`config.mk`:
```
export PLATFORM = sky130hd
export DESIGN_NAME = usb3_scram_ctrl_flat
export DESIGN_NICKNAME = d
export VERILOG_FILES = /design/src/rtl/usb3_scram_ctrl_pkg.sv /design/src/rtl/usb3_scram_ctrl_if.sv /design/src/rtl/usb3_scram_ctrl.sv /design/src/flat_wrapper.sv
export SDC_FILE = /design/constraint.sdc
export NUM_CORES = 1
export LEC_CHECK = 0
export ABC_AREA = 1
export CAP_MARGIN = 25
export CORE_UTILIZATION = 38
export DETAILED_ROUTE_END_ITERATION = 16
export PLACE_DENSITY = 0.75
export SLEW_MARGIN = 40
export SYNTH_ARGS = -nofsm -noshare
export SYNTH_HDL_FRONTEND = slang
export SYNTH_SLANG_ARGS = --single-unit
```
`constraint.sdc`:
```
create_clock -name clock -period 1.25 [get_ports clock]
set_input_delay 0.1875 -clock clock [delete_from_list [all_inputs] [get_ports clock]]
set_output_delay 0.1875 -clock clock [all_outputs]
set_load 0.02 [all_outputs]
```
`src/rtl/usb3_scram_ctrl_pkg.sv`:
```
// usb3_scram_ctrl_pkg: symbol constants and load-source encoding for the scrambler control stage
package usb3_scram_ctrl_pkg;
    localparam logic [7:0]  K28_5_COM = 8'hBC;
    localparam logic [7:0]  K28_1_SKP = 8'h3C;
    localparam logic [31:0] SKP_WORD  = {4{K28_1_SKP}};
    localparam logic [31:0] IDLE_WORD = 32'h0000_0000;
    typedef enum logic [1:0] {
        SRC_IDLE,
        SRC_DATA,
        SRC_SKP
    } src_e;
endpackage

```
`src/rtl/usb3_scram_ctrl_if.sv`:
```
// usb3_scram_ctrl_if: link-layer word handshake plus LFSR control and byte-mux outputs
interface usb3_scram_ctrl_if;
    logic [31:0] in_data;
    logic [3:0]  in_k;
    logic        in_valid;
    logic        in_ready;
    logic [31:0] scram_data;
    logic        scram_en;
    logic        scram_rst;
    logic [31:0] mux_raw;
    logic [3:0]  mux_sel;
    logic [3:0]  mux_k;
    logic        mux_valid;
    modport slave (
        input  in_data, in_k, in_valid,
        output in_ready, scram_data, scram_en, scram_rst, mux_raw, mux_sel, mux_k, mux_valid
    );
    modport master (
        output in_data, in_k, in_valid,
        input  in_ready, scram_data, scram_en, scram_rst, mux_raw, mux_sel, mux_k, mux_valid
    );
endinterface

```
`src/rtl/usb3_scram_ctrl.sv`:
```
// usb3_scram_ctrl: loads one word per clock (SKP > upstream > idle) for the TX LFSR and
// delays raw data, K flags and bypass mask one stage to line up with the LFSR output.
module usb3_scram_ctrl
    import usb3_scram_ctrl_pkg::*;
#(
    parameter int SKP_INTERVAL = 88
) (
    input  logic              clock,
    input  logic              reset_n,
    input  logic              cfg_scram_dis,
    usb3_scram_ctrl_if.slave  bus,
    output logic [9:0]        skp_count
);
    src_e        src;
    logic [31:0] ld_data;
    logic [3:0]  ld_k;
    logic [9:0]  cnt_inc;
    logic        skp_due;
    logic        skp_due_nxt;
    logic        a_valid;
    logic [3:0]  a_k;
    logic [3:0]  a_sel;

    always_comb begin
        src         = skp_due ? SRC_SKP : bus.in_valid ? SRC_DATA : SRC_IDLE;
        ld_data     = src == SRC_SKP ? SKP_WORD : src == SRC_DATA ? bus.in_data : IDLE_WORD;
        ld_k        = src == SRC_SKP ? 4'hF : src == SRC_DATA ? bus.in_k : 4'h0;
        cnt_inc     = skp_count + 10'd1;
        skp_due_nxt = !skp_due && cnt_inc == 10'(SKP_INTERVAL);
    end

    // SKP bytes are K28.1, never K28.5, so the COM test needs no SKP exclusion
    always_ff @(posedge clock or negedge reset_n) begin
        if (!reset_n) begin
            bus.scram_data <= '0;
            bus.scram_en   <= 1'b0;
            bus.scram_rst  <= 1'b0;
            a_k            <= '0;
            a_sel          <= '0;
            a_valid        <= 1'b0;
            bus.mux_raw    <= '0;
            bus.mux_k      <= '0;
            bus.mux_sel    <= '0;
            bus.mux_valid  <= 1'b0;
            skp_count      <= '0;
            skp_due        <= 1'b0;
            bus.in_ready   <= 1'b1;
        end else begin
            bus.scram_data <= ld_data;
            bus.scram_en   <= src != SRC_SKP;
            bus.scram_rst  <= ld_k[0] && ld_data[7:0] == K28_5_COM;
            a_k            <= ld_k;
            a_sel          <= (src == SRC_SKP || cfg_scram_dis) ? 4'hF : ld_k;
            a_valid        <= 1'b1;
            bus.mux_raw    <= bus.scram_data;
            bus.mux_k      <= a_k;
            bus.mux_sel    <= a_sel;
            bus.mux_valid  <= a_valid;
            skp_count      <= skp_due ? 10'd0 : cnt_inc;
            skp_due        <= skp_due_nxt;
            bus.in_ready   <= !skp_due_nxt;
        end
    end
endmodule

```
`src/flat_wrapper.sv`:
```
// flat-port wrapper written by rule: the top's interface ports become plain ports
module usb3_scram_ctrl_flat import usb3_scram_ctrl_pkg::*;
#(
    parameter int SKP_INTERVAL = 88
)
  (clock, reset_n, cfg_scram_dis, skp_count, bus_in_data, bus_in_k, bus_in_valid, bus_in_ready, bus_scram_data, bus_scram_en, bus_scram_rst, bus_mux_raw, bus_mux_sel, bus_mux_k, bus_mux_valid);
  usb3_scram_ctrl_if bus_i ();
  input  logic clock;
  input  logic reset_n;
  input  logic cfg_scram_dis;
  output logic [9:0] skp_count;
  input wire logic [$bits(bus_i.in_data)-1:0] bus_in_data;
  input wire logic [$bits(bus_i.in_k)-1:0] bus_in_k;
  input wire logic [$bits(bus_i.in_valid)-1:0] bus_in_valid;
  output wire logic [$bits(bus_i.in_ready)-1:0] bus_in_ready;
  output wire logic [$bits(bus_i.scram_data)-1:0] bus_scram_data;
  output wire logic [$bits(bus_i.scram_en)-1:0] bus_scram_en;
  output wire logic [$bits(bus_i.scram_rst)-1:0] bus_scram_rst;
  output wire logic [$bits(bus_i.mux_raw)-1:0] bus_mux_raw;
  output wire logic [$bits(bus_i.mux_sel)-1:0] bus_mux_sel;
  output wire logic [$bits(bus_i.mux_k)-1:0] bus_mux_k;
  output wire logic [$bits(bus_i.mux_valid)-1:0] bus_mux_valid;
  assign bus_i.in_data = bus_in_data;
  assign bus_i.in_k = bus_in_k;
  assign bus_i.in_valid = bus_in_valid;
  assign bus_in_ready = bus_i.in_ready;
  assign bus_scram_data = bus_i.scram_data;
  assign bus_scram_en = bus_i.scram_en;
  assign bus_scram_rst = bus_i.scram_rst;
  assign bus_mux_raw = bus_i.mux_raw;
  assign bus_mux_sel = bus_i.mux_sel;
  assign bus_mux_k = bus_i.mux_k;
  assign bus_mux_valid = bus_i.mux_valid;
  usb3_scram_ctrl #(.SKP_INTERVAL(SKP_INTERVAL)) u_core (.clock(clock), .reset_n(reset_n), .cfg_scram_dis(cfg_scram_dis), .bus(bus_i), .skp_count(skp_count));
endmodule
```
---- Word level (Yosys, flattened, before mapping) ----
Index checks and enable logic that the tools add are counted.
storage, ports and cells
  register bits ........................... 96
  input port bits ......................... 40
  output and inout bits ................... 86
  logic and storage cells ................. 32
operators by class
  add/subtract/negate cells ............... 1
  equality and inequality tests ........... 5
  multiplexer cells ....................... 8
  reduce and logical (&&, ||, !) cells .... 5
operators by type and width
  operator                 number
  $mux W32                 2
  $mux W4                  3
  $add A10 B1 Y10 const B  1
  $eq A10 B7 Y1 const B    1
  $mux W10                 1
  $eq A8 B8 Y1 const B     1
  $eq A2 B1 Y1 const B     1
  $eq A2 B2 Y1 const B     1
  $logic_and A1 B1 Y1      2
  $logic_not A1 Y1         2
  $mux W2                  1
  $ne A2 B2 Y1 const B     1
  $logic_or A1 B1 Y1       1
  $mux W1                  1

---- Depth between registers and ports, before layout ----
  depth in word-level cells ............... 7
  gate-level depth with buffers ........... 10
  depth with buffers taken out ............ 10

---- Worst setup path before layout ----
Ideal clock, no wire load.
  kind .................................... reg-to-reg
  start ................................... register u_core.skp_count[0]
  end ..................................... register u_core.skp_due
  setup time .............................. 0.071 ns
  arrival time ............................ 1.361 ns
  data required time ...................... 1.179 ns
  slack ................................... -0.182 ns
  cell stages (with the launch flop) ...... 11
  buffers on the path ..................... 0
  period minus slack after synthesis ...... 1.432 ns
  cells stage by stage .................... dfrtp_1 ha_1 nand2_2 inv_1 nand2_1 nand2_1 nor2_1 nand2_1 nor2_2 nand3_1 nor2_1
on the way
  longest elaborated chain between the ends .. 3
RTL lines
  element                   RTL line               RTL
  start: declaration        usb3_scram_ctrl.sv:12  output logic [9:0] skp_count
  start signal: assignment  usb3_scram_ctrl.sv:59  skp_count <= skp_due ? 10'd0 : cnt_inc;
  $add A10 B1 Y10           usb3_scram_ctrl.sv:28  cnt_inc = skp_count + 10'd1;
  $eq A10 B7 Y1             usb3_scram_ctrl.sv:29  skp_due_nxt = !skp_due && cnt_inc == 10'(SKP_INTERVAL);
  $logic_and A1 B1 Y1       usb3_scram_ctrl.sv:29
  via u_core.skp_due_nxt    usb3_scram_ctrl.sv:19  logic skp_due_nxt;
  end signal: assignment    usb3_scram_ctrl.sv:60  skp_due <= skp_due_nxt;
  end: declaration          usb3_scram_ctrl.sv:18  logic skp_due;
The timed path passes the listed nets, and every way through them passes these cells.

---- Worst setup path after layout ----
  start ................................... register u_core.skp_count[1]
  end ..................................... register u_core.skp_due
The elaborated chain is that of the path after synthesis.

==> flow_metrics.tcl <==
set metrics [dict create \
    fin_worst_skew_ns 0.0174 \
    place_congestion 0.782 \
    final_report_hold_violation_count 0 \
    path_cells "ha_4, nand2_4, inv_4, nand2_2, nand2_1, nor2_1, nand2_1, nor2_2, nand3_1, nor2_1" \
    r2r_cell_count 10 \
    combinational_family_with_the_most_area_after_synthesis "simple AND/OR/NAND/NOR gates" \
    synthToLayoutAreaGrowth_pct 53.9 \
    ys_seq_elements 96 \
    power.ir.vdd_worst_v 0.000606 \
    worst-endpoint-required_ns 1.53 \
    diodes 0 \
    tritoncts "yes" \
    seq_power_share 0.528 \
    post_synth_mux_area_share 0 \
    synth-seq-area-share 0.773 \
    worstSkewPairLatency_ns 0.36 \
    die_w_um 92.5 \
    port_buffers 125 \
    critical_path.reg2reg.startpoint "u_core.skp_count[1]" \
    accumulated_negative_setup_slack_ns -0.344 \
    wl_mm 6.81 \
    outcome "finished, violations left" \
    die_h_um 92.5 \
    netlist_area_sq_um 3110 \
    worst_min_delay_path_class "primary input to async pin" \
    synth_enable_flop_cells 0 \
    violations_in_the_final_reports "negative setup slack" \
    overflow 0 \
    area_share_of_xor_xnor_cells_in_the_synthesized_design 0.00845 \
    clk_root_buffer_cell "sky130_fd_sc_hd__clkbuf_8" \
    synth-async-reset-ratio 1.00 \
    cts_buffers 9 \
    power_mw 6.23 \
    setup_slack_ns -0.142 \
    drc 0 \
    share_clk_of_total_power 0.370 \
    critical_path_buf_inv_count 1 \
    critPathArrivalTime_ns 1.67 \
    power.share.combinational 0.102 \
    dpl.hpwl_mm 4.90 \
    leading_cell_types_in_the_layout_fill_and_taps_excluded "sky130_fd_sc_hd__dfrtp_1, sky130_fd_sc_hd__nand2_1, sky130_fd_sc_hd__clkdlybuf4s50_1" \
    vias_per_cell 4.36 \
    die-area_sq_um 8550 \
    drive_gt1_frac 0.264 \
    critical-path-slowest-cell "sky130_fd_sc_hd__dfrtp_2" \
    avgRoutedWirePerCell_um 13.3 \
    netlist_instances 256 \
    routed-via-count 2228 \
    initial_utilization 0.398 \
    synth_fa_ha_area_frac 0.00805 \
    intPower_mw 4.69 \
    place_inst 489 \
    synth-compound-area-share 0.0209 \
    setup_viol 3 \
    synth_area_leader_cell "sky130_fd_sc_hd__dfrtp_1" \
    setup.worst_path.class "register to register" \
    grt_setup_unrepaired "yes" \
    fin_nets 446 \
    clock_pin_slew_of_the_registers_on_the_worst_case_setup_and_hold_paths_ns 0.10 \
    nets_in_the_synthesized_netlist 298 \
    timing.final.crit_share 1.11 \
    grt_pass1_wl_mm 10.8 \
    yosysWarnings 0 \
    grt.total_usage 0.165 \
    critical_path.endpoint_type "register" \
    final_antenna_net_count 0 \
    commonest_non_fill_non_tap_cell_in_the_layout "sky130_fd_sc_hd__dfrtp_1" \
    io-pin-count 126 \
    std_cell_rows 32 \
    crit_fanout 3 \
    ys.flop_type "sky130_fd_sc_hd__dfrtp_1" \
    syn_area_per_cell_sq_um 12.1 \
    antenna_found_initial 0 \
    drt_pass1_iterations 4 \
    cpPeakStageDelay_ns 0.44 \
    synthDominantCellAreaShare 0.765 \
    switching_power_mw 1.53 \
    crit_family "simple AND/OR/NAND/NOR gates" \
    share_of_synthesized_cell_area_in_and_or_nand_and_nor_gates 0.131 \
    multiInputGateArea_sq_um 576 \
    post-route-min-period_ns 1.39 \
    synthTopCellsByArea "sky130_fd_sc_hd__dfrtp_1, sky130_fd_sc_hd__nand2_1, sky130_fd_sc_hd__inv_1, sky130_fd_sc_hd__nor2_1, sky130_fd_sc_hd__o21ai_0" \
    leakagePower_nw 2.47 \
    stdcell_count 511 \
    clock-sinks 96 \
    drt_first_iter_violations 57 \
    h-tree-depth 3 \
    design.core.area_sq_um 7810 \
    layout.filler_cells 654 \
    grt_max_degree 54 \
    final-max-slew-violation-count 0 \
    cp-startpoint "u_core.skp_count[1]" \
    r2r-end "u_core.skp_due" \
    storage_element_area_sq_um 2410 \
    max_cap_violations 0 \
    worst_setup_path_start_kind "register" \
    switching_power_as_a_share_of_total_power 0.246 \
    clockBufferDepth 2 \
    synth.lib_cells_used.distinct 25 \
    first_global_vias 2209 \
    rrSetupSlack_ns -0.14 \
    pwr_density_cell_nw_per_um2 1300 \
    max_freq_mhz 718 \
]
-- cell type report --
type                       count  area share
clock buffer                   9      0.0259
clock inverter                 7      0.0235
inverter                      39      0.0316
multi-input combinational    115       0.120
sequential                    96       0.503
tap                          102      0.0267
timing repair buffer         143       0.269
-- worst max path at each step --
stage | to | slack, ns | cells after the start
after floorplan | u_core.skp_due | -0.05 | 10
after global placement | u_core.bus.scram_rst | -0.18 | 5
after detailed placement | u_core.bus.scram_rst | -0.21 | 5
after CTS | u_core.skp_due | -0.14 | 10
after global routing | u_core.skp_due | -0.25 | 10
final | u_core.skp_due | -0.14 | 10
-- worst register-to-register path, stage by stage, from the launching register on --
cell	delay [ns]
sky130_fd_sc_hd__dfrtp_2	0.44
sky130_fd_sc_hd__ha_4	0.18
sky130_fd_sc_hd__nand2_4	0.09
sky130_fd_sc_hd__inv_4	0.04
sky130_fd_sc_hd__nand2_2	0.05
sky130_fd_sc_hd__nand2_1	0.06
sky130_fd_sc_hd__nor2_1	0.09
sky130_fd_sc_hd__nand2_1	0.07
sky130_fd_sc_hd__nor2_2	0.12
sky130_fd_sc_hd__nand3_1	0.08
sky130_fd_sc_hd__nor2_1	0.09
-- registers in the layout (all words and copies together), names as in the netlist --
register	cells
u_core.skp_due	1
u_core.a_k	4
u_core.bus.in_ready	1
u_core.skp_count	10
u_core.bus.mux_sel	4
u_core.bus.scram_rst	1
u_core.bus.scram_en	1
u_core.bus.scram_data	32
u_core.bus.mux_valid	1
u_core.a_sel	4
u_core.bus.mux_k	4
u_core.bus.mux_raw	32
u_core.a_valid	1
-- per-stage QoR --
step                setup WS (ns)   util  cell area (sq um)  hold slack [ns]
finish                     -0.142  0.613               4780            0.170
CTS                        -0.139  0.620               4840            0.153
detailed placement         -0.213  0.590               4600         -0.00494
global route               -0.253  0.613               4780            0.164
global placement           -0.182  0.590               4600         -0.00613
floorplan                 -0.0492      -               3130           -0.108
-- cells by family after synthesis --
family / count (synthesis)
flip-flops: 96
XOR/XNOR: 3
adder cells (fa/ha/maj): 2
AND/OR/NAND/NOR: 96
other: 1
buffers and inverters: 45
AO/OA/AOI/OAI: 13
-- power by group through the flow --
| stage | clock network [mW] | logic [mW] | registers, mW |
|---|---|---|---|
| after global placement | 0 | 0.705 | 3.35 |
| after detailed placement | 0 | 0.716 | 3.36 |
| after CTS | 2.37 | 0.657 | 3.29 |
| after floorplan | 0 | 0.0734 | 3.51 |
| after global routing | 2.49 | 0.686 | 3.31 |
| final | 2.30 | 0.634 | 3.29 |
-- synth_stat cells, types with 3 or more instances --
master                    number
sky130_fd_sc_hd__nor2_2        3
sky130_fd_sc_hd__nand3_1       5
sky130_fd_sc_hd__o21ai_1       3
sky130_fd_sc_hd__a21oi_1       3
sky130_fd_sc_hd__nor2_1       28
sky130_fd_sc_hd__nand2_1      50
sky130_fd_sc_hd__nand2_2       3
sky130_fd_sc_hd__inv_1        36
sky130_fd_sc_hd__buf_2         3
sky130_fd_sc_hd__nand4_1       3
sky130_fd_sc_hd__o21ai_0       7
sky130_fd_sc_hd__dfrtp_1      95
-- repair_timing --
action                     in CTS  in global routing
gates resized for setup       184                 57
setup endpoints to repair      89                 53
pin swaps                       0                  3
buffers inserted                3                  2
hold buffers                    1                  0
hold endpoints to repair       95                  0
-- layer usage --
metal,track usage,vias to the layer above,routed length [um]
met2,0.274,78,3410
li1,-,1063,-
met4,0.0716,0,133
met1,0.204,1075,2830
met3,0.0419,12,437
met5,0,-,0
(Power assumes the default switching activity.)
